[config.mk]
export PLATFORM = sky130hd
export DESIGN_NAME = pulse_peak_detector
export DESIGN_NICKNAME = d
export VERILOG_FILES = /design/src/rtl/pulse_peak_detector.sv
export SDC_FILE = /design/constraint.sdc
export NUM_CORES = 1
export LEC_CHECK = 0
export ABC_AREA = 1
export CORE_MARGIN = 2
export CORE_UTILIZATION = 50
export CTS_CLUSTER_DIAMETER = 80
export DETAILED_ROUTE_END_ITERATION = 10
export HOLD_SLACK_MARGIN = 0.05
export PLACE_DENSITY = 0.74
export SLEW_MARGIN = 20
export SYNTH_ARGS = -nofsm -noshare
export SYNTH_HDL_FRONTEND = slang
export SYNTH_SLANG_ARGS = --single-unit
[constraint.sdc]
create_clock -name clk -period 5.16 [get_ports clk]
set_input_delay 1.548 -clock clk [delete_from_list [all_inputs] [get_ports clk]]
set_output_delay 1.548 -clock clk [all_outputs]
set_load 0.01 [all_outputs]
[src/rtl/pulse_peak_detector.sv]
// Turns shaped filter pulses into events (peak, peak time, time-over-threshold, flags) behind a valid/ready port.
// Optional pile-up detection is built when PPD_PILEUP_EN is defined.
`timescale 1ns/1ps
module pulse_peak_detector #(
    parameter int unsigned DATA_W    = 16,
    parameter int unsigned TIME_W    = 16,
    parameter int unsigned WIDTH_W   = 8,
    parameter int unsigned MAX_WIDTH = 200,
    parameter int unsigned HYST      = 8
) (
    input  logic               clk,
    input  logic               reset,
    input  logic [DATA_W-1:0]  input_data,
    input  logic [DATA_W-1:0]  threshold,
    input  logic               event_ready,
    output logic               event_valid,
    output logic [DATA_W-1:0]  event_peak,
    output logic [TIME_W-1:0]  event_time,
    output logic [WIDTH_W-1:0] event_width,
    output logic [1:0]         event_flags,
    output logic [7:0]         lost_count
);

    typedef enum logic [1:0] {IDLE, RISE, FALL, HOLDOFF} state_t;

    localparam logic [WIDTH_W-1:0] MAX_W = WIDTH_W'(MAX_WIDTH);

    state_t             state, state_nxt;
    logic [TIME_W-1:0]  ts;
    logic [DATA_W-1:0]  thr_q;
    logic [DATA_W-1:0]  peak, peak_nxt;
    logic [TIME_W-1:0]  ptime, ptime_nxt;
    logic [WIDTH_W-1:0] width, width_nxt, width_inc;
    logic               above;
    logic               close;
    logic               close_to;
    logic               pile_flag;

`ifdef PPD_PILEUP_EN
    localparam logic [DATA_W:0] HYST_X = (DATA_W+1)'(HYST);
    logic [DATA_W-1:0] valley, valley_nxt;
    logic              pile, pile_nxt;
    assign pile_flag = pile_nxt;
`else
    assign pile_flag = 1'b0;
`endif

    assign above     = input_data > thr_q;
    assign width_inc = (width == '1) ? width : width + WIDTH_W'(1);

    always_comb begin
        state_nxt = state;
        peak_nxt  = peak;
        ptime_nxt = ptime;
        width_nxt = width;
        close     = 1'b0;
        close_to  = 1'b0;
`ifdef PPD_PILEUP_EN
        valley_nxt = valley;
        pile_nxt   = pile;
`endif
        case (state)
            IDLE: begin
                if (above) begin
                    state_nxt = RISE;
                    peak_nxt  = input_data;
                    ptime_nxt = ts;
                    width_nxt = WIDTH_W'(1);
`ifdef PPD_PILEUP_EN
                    valley_nxt = input_data;
                    pile_nxt   = 1'b0;
`endif
                end
            end
            RISE, FALL: begin
                if (!above) begin
                    close     = 1'b1;
                    state_nxt = IDLE;
                end else begin
                    if (input_data > peak) begin
                        peak_nxt  = input_data;
                        ptime_nxt = ts;
                    end
                    width_nxt = width_inc;
`ifdef PPD_PILEUP_EN
                    // RISE watches for a real drop off the peak; FALL tracks the valley and flags a re-rise.
                    if (state == RISE) begin
                        if (({1'b0, input_data} + HYST_X) < {1'b0, peak}) begin
                            state_nxt  = FALL;
                            valley_nxt = input_data;
                        end
                    end else begin
                        if (input_data < valley)
                            valley_nxt = input_data;
                        if ({1'b0, input_data} > ({1'b0, valley} + HYST_X)) begin
                            pile_nxt  = 1'b1;
                            state_nxt = RISE;
                        end
                    end
`endif
                    if (width_inc == MAX_W) begin
                        close     = 1'b1;
                        close_to  = 1'b1;
                        state_nxt = HOLDOFF;
                    end
                end
            end
            HOLDOFF: begin
                if (!above)
                    state_nxt = IDLE;
            end
            default: state_nxt = IDLE;
        endcase
    end

    always_ff @(posedge clk or posedge reset) begin
        if (reset) begin
            state <= IDLE;
            ts    <= '0;
            thr_q <= '0;
            peak  <= '0;
            ptime <= '0;
            width <= '0;
`ifdef PPD_PILEUP_EN
            valley <= '0;
            pile   <= 1'b0;
`endif
        end else begin
            state <= state_nxt;
            ts    <= ts + TIME_W'(1);
            if (state == IDLE)
                thr_q <= threshold;
            peak  <= peak_nxt;
            ptime <= ptime_nxt;
            width <= width_nxt;
`ifdef PPD_PILEUP_EN
            valley <= valley_nxt;
            pile   <= pile_nxt;
`endif
        end
    end

    // 1-deep holding register: a close lands only if the slot is empty or draining this cycle.
    always_ff @(posedge clk or posedge reset) begin
        if (reset) begin
            event_valid <= 1'b0;
            event_peak  <= '0;
            event_time  <= '0;
            event_width <= '0;
            event_flags <= '0;
            lost_count  <= '0;
        end else if (close) begin
            if (!event_valid || event_ready) begin
                event_valid <= 1'b1;
                event_peak  <= peak_nxt;
                event_time  <= ptime_nxt;
                event_width <= width_nxt;
                event_flags <= {pile_flag, close_to};
            end else if (lost_count != '1) begin
                lost_count <= lost_count + 8'd1;
            end
        end else if (event_valid && event_ready) begin
            event_valid <= 1'b0;
        end
    end

endmodule

==> flow_summary_export.csv, run 1 <==
group,metric,value,unit
finish,area_delta_synth_final,25.3,%
routing,detailroute.via_count,5007,
global_routing,groute.usage.overall,23.2,%
routing,routed_wire_length_per_instance,14.2,um
clock_tree,cts_tree,"yes",
floorplan,rows,40,
clock_tree,cts_hold_repair_buffers,0,
synth,synth_top_cell_area_share,50.9,%
routing,avgViaCountPerCell,5.12,
global_routing,grt_first_pass_wirelength,23600,um
place,placed_cells,946,
floorplan,initial_utilization,51.0,%
floorplan,floorplan.die_area,13100,um2
floorplan,io_pins,86,
synth,ys_seq_elements,124,
floorplan,die_height,114,um
routing,route.antenna.remaining_nets,0,
clock_tree,clock-root-buffer,"sky130_fd_sc_hd__clkbuf_16",
sta,final.hold.worst_slack,0.469,ns
sta,final.min_clock_period,3.88,ns
routing,top_layer_reached_by_signal_wires,"met4",
synth,post_synth_main_area_contributors,"sky130_fd_sc_hd__dfrtp_1, sky130_fd_sc_hd__nand2_1, sky130_fd_sc_hd__ha_1",
global_routing,largest_net_degree_at_the_start_of_global_routing,64,
min_path,min_path_cells,2,
routing,wl_met2,6720,um
clock_tree,clock_path_buffers,2,
sta,worst_slew_pin_slew,0.795,ns
synth,post_synth_inst_count,732,
critical_path,criticalPathCategory,"input port to flip-flop",
clock_tree,htreeDepth,4,
pwr,totalPowerFinal,4.26,mW
clock_tree,postCtsSetupBuffers,0,
flow_run,maxCapViolations,0,
critical_path,end_kind,"flip-flop",
synth,ys_async_sr_fraction,100,%
sta,fmaxAchievable,258,MHz
finish,num_antenna_cells,0,
sta,max_slew_margin,47.0,%
sta,hold_violations,0,
global_routing,grt_overflow,0,
routing,drc,0,
clock_tree,clkSlewWorstSetupHoldPaths,0.05,ns
finish,fillCellCount,993,
place,buffer_ports.inserted,84,
routing,met3_length,724,um
synth,synthesis.area_per_instance,8.34,um2
routing,postRouteWirelength,13800,um
synth,synth_commonest_cells,"sky130_fd_sc_hd__nand2_1, sky130_fd_sc_hd__dfrtp_1, sky130_fd_sc_hd__inv_1",
critical_path,required,5.52,ns
routing,firstDrtPassIters,4,
critical_path,worst_r2r_path_depth,13,
floorplan,core_area,12000,um2
clock_tree,post_cts_resized,0,
finish,fin_cells,977,
synth,commonest_register_cell_after_synthesis,"sky130_fd_sc_hd__dfrtp_1",
global_routing,initial_antenna_violation_count,0,
clock_tree,clock_buffers_created_by_tritoncts,17,
clock_tree,insertion_delay,0.42,ns
global_routing,number_of_global_route_vias_before_repair,5087,
critical_path,crit_path_max_fanout,34,
synth,synth_cell_area,6100,um2
clock_tree,clock-sinks,124,
synth,edff_count_synth,0,
finish,final_layout_size_suffix_gt1_share,5.54,%
synth,synth_top_cell_by_area,"sky130_fd_sc_hd__dfrtp_1",
sta,setup_repair_after_global_routing_missed_its_margin,"no",
outcome,run_status,"finished, final reports clean",
min_path,hp-class,"flip-flop to flip-flop",
synth,synth_warnings,0,
critical_path,critical_path.reg2reg.startpoint,"width[1]",
synth,synth-seq-area-share,50.9,%
finish,layout.nets,890,
synth,syn-num-nets,804,
critical_path,arrival,4.24,ns
critical_path,crit_start,"input_data[15]",
sta,final.setup.tns,0,ns
finish,finalCoreUtilization,63.9,%
pwr,vdd.ir_drop.worst,0.297,mV
synth,synth_cell_type_count,33,
finish,regArea,3100,um2
synth,synthMostInstantiatedCell,"sky130_fd_sc_hd__nand2_1",
pwr,leakage_power,3.94,nW
routing,met1Wirelength,6080,um
finish,multi_input_comb_area,2550,um2
min_path,worstHoldStart,"ptime[0]",
pwr,p_per_area,558,nW/um2
sta,timing.final.max_slew_violations,0,
place,hpwlAfterDp,9550,um
sta,fin_worst_skew,0.00944,ns
place,place.gp.congestion,0.857,
routing,drt-initial-drc-count,417,
floorplan,die_width,114,um
sta,number_of_setup_violations_in_the_final_report,0,
critical_path,setup.worst_path.start_class,"input port",
sta,fin_crit_sh,75.2,%
[report_power, final]
part / leakage (nW) / switching (mW) / internal [mW] / total (mW)
logic: 2.03 / 1.13 / 0.608 / 1.74
registers: 1.63 / 0.134 / 1.23 / 1.36
clock network: 0.284 / 0.412 / 0.747 / 1.16
[cells by family (layout without fill, tap and decap cells)]
family | after synthesis | after routing | synth area share [%]
XOR/XNOR | 22 | 22 | 3.16
buffers and inverters | 108 | 206 | 7.36
AND/OR/NAND/NOR | 379 | 379 | 25.7
AO/OA/AOI/OAI | 61 | 61 | 5.27
adder cells (fa/ha/maj) | 37 | 37 | 7.59
other | 1 | 1 | 0.0615
flip-flops | 124 | 124 | 50.9
[worst max-delay path: stages]
cell	delay (ns)
sky130_fd_sc_hd__clkdlybuf4s50_1	0.50
sky130_fd_sc_hd__ha_1	0.34
sky130_fd_sc_hd__nand2_1	0.06
sky130_fd_sc_hd__nor2_1	0.17
sky130_fd_sc_hd__nand2_1	0.11
sky130_fd_sc_hd__inv_1	0.07
sky130_fd_sc_hd__nand2_1	0.07
sky130_fd_sc_hd__a21oi_2	0.25
sky130_fd_sc_hd__nand2_1	0.19
sky130_fd_sc_hd__inv_2	0.50
sky130_fd_sc_hd__nand3_1	0.18
sky130_fd_sc_hd__nand2_1	0.13
sky130_fd_sc_hd__nand2_1	0.05
sky130_fd_sc_hd__nand2_1	0.07
[layout make-up]
cell class / count / share of cell area (%)
clock buffers: 26 / 6.92
clock inverters: 5 / 0.720
inverters: 85 / 4.24
multi-input cells: 500 / 33.4
flip-flops and latches: 124 / 40.6
well taps: 147 / 2.41
repair buffers: 90 / 11.8
[flip-flops by register name, summed over array words and instances, names as in the netlist]
register	count
event_peak	16
event_time	16
ptime	16
width	8
event_width	8
ts	16
event_valid	1
lost_count	8
thr_q	16
peak	16
state	2
event_flags	1
[worst paths after layout]
kind / end / slack [ns]
min in group asynchronous: peak[5] / 1.64
setup / recovery: event_time[1] / 1.28
hold reg to reg: ptime[0] / 0.47
max in group asynchronous: width[6] / 2.72
hold / removal: ptime[0] / 0.47
setup reg to reg: event_peak[15] / 2.45
[metrics by stage]
stage / cell area, um2 / worst slack [ns]
finish: 7640 / 1.28
global route: 7640 / 0.971
CTS: 7640 / 1.30
detailed placement: 7060 / 0.892
global placement: 7060 / 0.948
floorplan: 6100 / 0.313
[cell usage in the layout, fill, tap and decap left out, types with 2 or more instances in the layout]
cell / netlist / routed
sky130_fd_sc_hd__inv_4: 1 / 2
sky130_fd_sc_hd__xor2_1: 17 / 17
sky130_fd_sc_hd__nand2_1: 285 / 285
sky130_fd_sc_hd__xnor2_1: 5 / 5
sky130_fd_sc_hd__nand4_1: 8 / 8
sky130_fd_sc_hd__buf_4: 2 / 5
sky130_fd_sc_hd__inv_1: 82 / 81
sky130_fd_sc_hd__clkbuf_8: 0 / 7
sky130_fd_sc_hd__dfrtp_1: 124 / 124
sky130_fd_sc_hd__o21ai_1: 4 / 4
sky130_fd_sc_hd__o21ai_0: 35 / 35
sky130_fd_sc_hd__inv_2: 2 / 2
sky130_fd_sc_hd__clkbuf_1: 9 / 2
sky130_fd_sc_hd__nor2_1: 25 / 25
sky130_fd_sc_hd__nand3_1: 48 / 48
sky130_fd_sc_hd__nor3_1: 3 / 3
sky130_fd_sc_hd__clkinv_2: 0 / 2
sky130_fd_sc_hd__a21o_1: 2 / 2
sky130_fd_sc_hd__nor3b_1: 2 / 2
sky130_fd_sc_hd__clkdlybuf4s50_1: 0 / 84
sky130_fd_sc_hd__nand2_2: 2 / 2
sky130_fd_sc_hd__clkbuf_16: 0 / 17
sky130_fd_sc_hd__o22ai_1: 3 / 3
sky130_fd_sc_hd__clkinvlp_4: 0 / 2
sky130_fd_sc_hd__ha_1: 37 / 37
sky130_fd_sc_hd__a21oi_1: 14 / 14
[per-layer routing]
layer	GRT usage [%]	vias to the layer above
met5	0	-
met4	10.9	0
met3	5.82	26
met2	38.3	130
met1	28.7	2387
li1	-	2464
Note: power is estimated with default switching activity, not from simulation.
==> run 2: changes to the inputs <==
Clock period 5.16 ns to 3.7 ns, I/O delays scaled along.
==> flow_summary_export.csv, run 2 (synthesis results as in run 1) <==
group,metric,value,unit
place,hpwlAfterDp,9630,um
sta,number_of_setup_violations_in_the_final_report,0,
routing,route.antenna.remaining_nets,0,
floorplan,io_pins,86,
critical_path,arrival,3.53,ns
finish,final_cell_area,7660,um2
floorplan,core_area,12000,um2
clock_tree,htreeDepth,4,
critical_path,required,3.99,ns
min_path,worstHoldStart,"ptime[3]",
critical_path,timing.critical_path.slowest_cell_delay,0.50,ns
sta,max_slew_margin,57.1,%
clock_tree,clkSlewWorstSetupHoldPaths,0.05,ns
critical_path,end_kind,"flip-flop",
sta,final.setup.tns,0,ns
clock_tree,clock-root-buffer,"sky130_fd_sc_hd__clkbuf_16",
clock_tree,clock_path_buffers,2,
finish,layout_common_cells,"sky130_fd_sc_hd__nand2_1, sky130_fd_sc_hd__dfrtp_1, sky130_fd_sc_hd__clkdlybuf4s50_1",
routing,avgViaCountPerCell,5.17,
sta,final.min_clock_period,3.24,ns
sta,setup_repair_after_global_routing_missed_its_margin,"no",
sta,fmaxAchievable,309,MHz
finish,final_layout_size_suffix_gt1_share,5.76,%
finish,layout.nets,894,
routing,firstDrtPassIters,5,
critical_path,critical_path.reg2reg.startpoint,"thr_q[7]",
floorplan,rows,40,
global_routing,grt_first_pass_wirelength,23500,um
global_routing,largest_net_degree_at_the_start_of_global_routing,125,
sta,timing.final.max_slew_violations,0,
pwr,vdd.ir_drop.worst,0.390,mV
finish,area_delta_synth_final,25.6,%
clock_tree,cts_hold_repair_buffers,0,
clock_tree,clock_buffers_created_by_tritoncts,17,
min_path,hp-class,"flip-flop to flip-flop",
clock_tree,post_cts_resized,0,
sta,final.hold.worst_slack,0.467,ns
routing,routed_wire_length_per_instance,14.2,um
place,place.gp.congestion,0.873,
clock_tree,clock-sinks,124,
global_routing,grt_overflow,0,
clock_tree,postCtsSetupBuffers,0,
finish,num_antenna_cells,0,
floorplan,initial_utilization,51.0,%
critical_path,standard_cell_with_the_maximum_stage_delay_on_the_critical_path,"sky130_fd_sc_hd__clkdlybuf4s50_1",
routing,postRouteWirelength,13900,um
clock_tree,insertion_delay,0.41,ns
finish,final_common_cell,"sky130_fd_sc_hd__nand2_1",
critical_path,crit_path_max_fanout,25,
sta,hold_violations,0,
critical_path,most_common_cell_type_on_the_critical_path,"sky130_fd_sc_hd__nand2_1",
outcome,run_status,"finished, final reports clean",
place,post_dp_cell_area,7130,um2
pwr,leakage_power,3.95,nW
floorplan,floorplan.die_area,13100,um2
floorplan,die_width,114,um
pwr,p_per_area,784,nW/um2
global_routing,groute.usage.overall,22.6,%
flow_run,maxCapViolations,0,
global_routing,initial_antenna_violation_count,0,
sta,worst_slew_pin_slew,0.644,ns
critical_path,criticalPathCategory,"input port to flip-flop",
critical_path,path_cells,"clkdlybuf4s50_1, ha_1, nand2_1, inv_1, nand2_1, nand2_1, nand2_1, nand2_1, nand2_1, nand2_1, nand2_1, a21oi_1, nand2_1, buf_12, nand2_1, nand2_1, nand2_1, nand2_1",
floorplan,die_height,114,um
critical_path,crit_start,"input_data[3]",
clock_tree,cts_tree,"yes",
critical_path,setup.worst_path.start_class,"input port",
routing,drt-initial-drc-count,309,
routing,detailroute.via_count,5067,
sta,fin_crit_sh,87.5,%
place,buffer_ports.inserted,84,
global_routing,number_of_global_route_vias_before_repair,5147,
sta,fin_worst_skew,0.0102,ns
routing,drc,0,
run 2: cell count changes in the layout (fill, tap and decap cells not counted), sizes merged:
cell      delta
buf          +4
clkbuf       -4
clkinv       +3
clkinvlp     +1
inv          -1
run 2: routing by layer:
| layer | global-route usage [%] | up-vias | routed length [um] |
|---|---|---|---|
| met3 | 5.19 | 21 | 603 |
| met4 | 7.80 | 0 | 206 |
| met5 | 0 | - | 0 |
| met1 | 28.2 | 2433 | 6120 |
| met2 | 38.7 | 140 | 6950 |
| li1 | - | 2473 | - |
run 2: worst paths after layout:
kind | to | slack [ns] | depth (start not counted)
min | ptime[3] | 0.47 | 2
max reg2reg | event_peak[9] | 1.33 | 16
max in group asynchronous | ts[14] | 1.96 | 3
min in group asynchronous | event_width[3] | 1.26 | 3
min reg2reg | ptime[3] | 0.47 | 2
max | event_peak[9] | 0.46 | 18
run 2: area by class of cell:
class	instances	area (um2)
tap	147	184
clock buffer	22	464
sequential	124	3100
clock inverter	8	70.1
fill	1002	4300
timing repair buffer	94	966
multi-input combinational	500	2550
inverter	85	325
run 2: power breakdown:
group          internal, mW  switching (mW)
Combinational         0.971            1.63
Clock                 0.944           0.568
Sequential             1.72           0.185
run 2: worst max-delay path: cells and delay by family:
kind / cells / cell delay (ns)
buffers and inverters: 3 / 0.76
adders and majority gates: 1 / 0.35
AOI/OAI and AO/OA: 1 / 0.26
and+or+nand+nor: 13 / 1.05
run 2: through the flow:
step / cells / total power, mW / setup WS (ns) / utilization, %
after global placement: 950 / 4.39 / 0.201 / 59.6
after detailed placement: 950 / 4.50 / 0.0811 / 59.6
after global routing: 980 / 6.48 / 0.323 / 64.1
final: 980 / 6.01 / 0.461 / 64.1
after floorplan: 732 / 3.59 / 0.940 / -
after CTS: 980 / 6.04 / 0.498 / 64.1
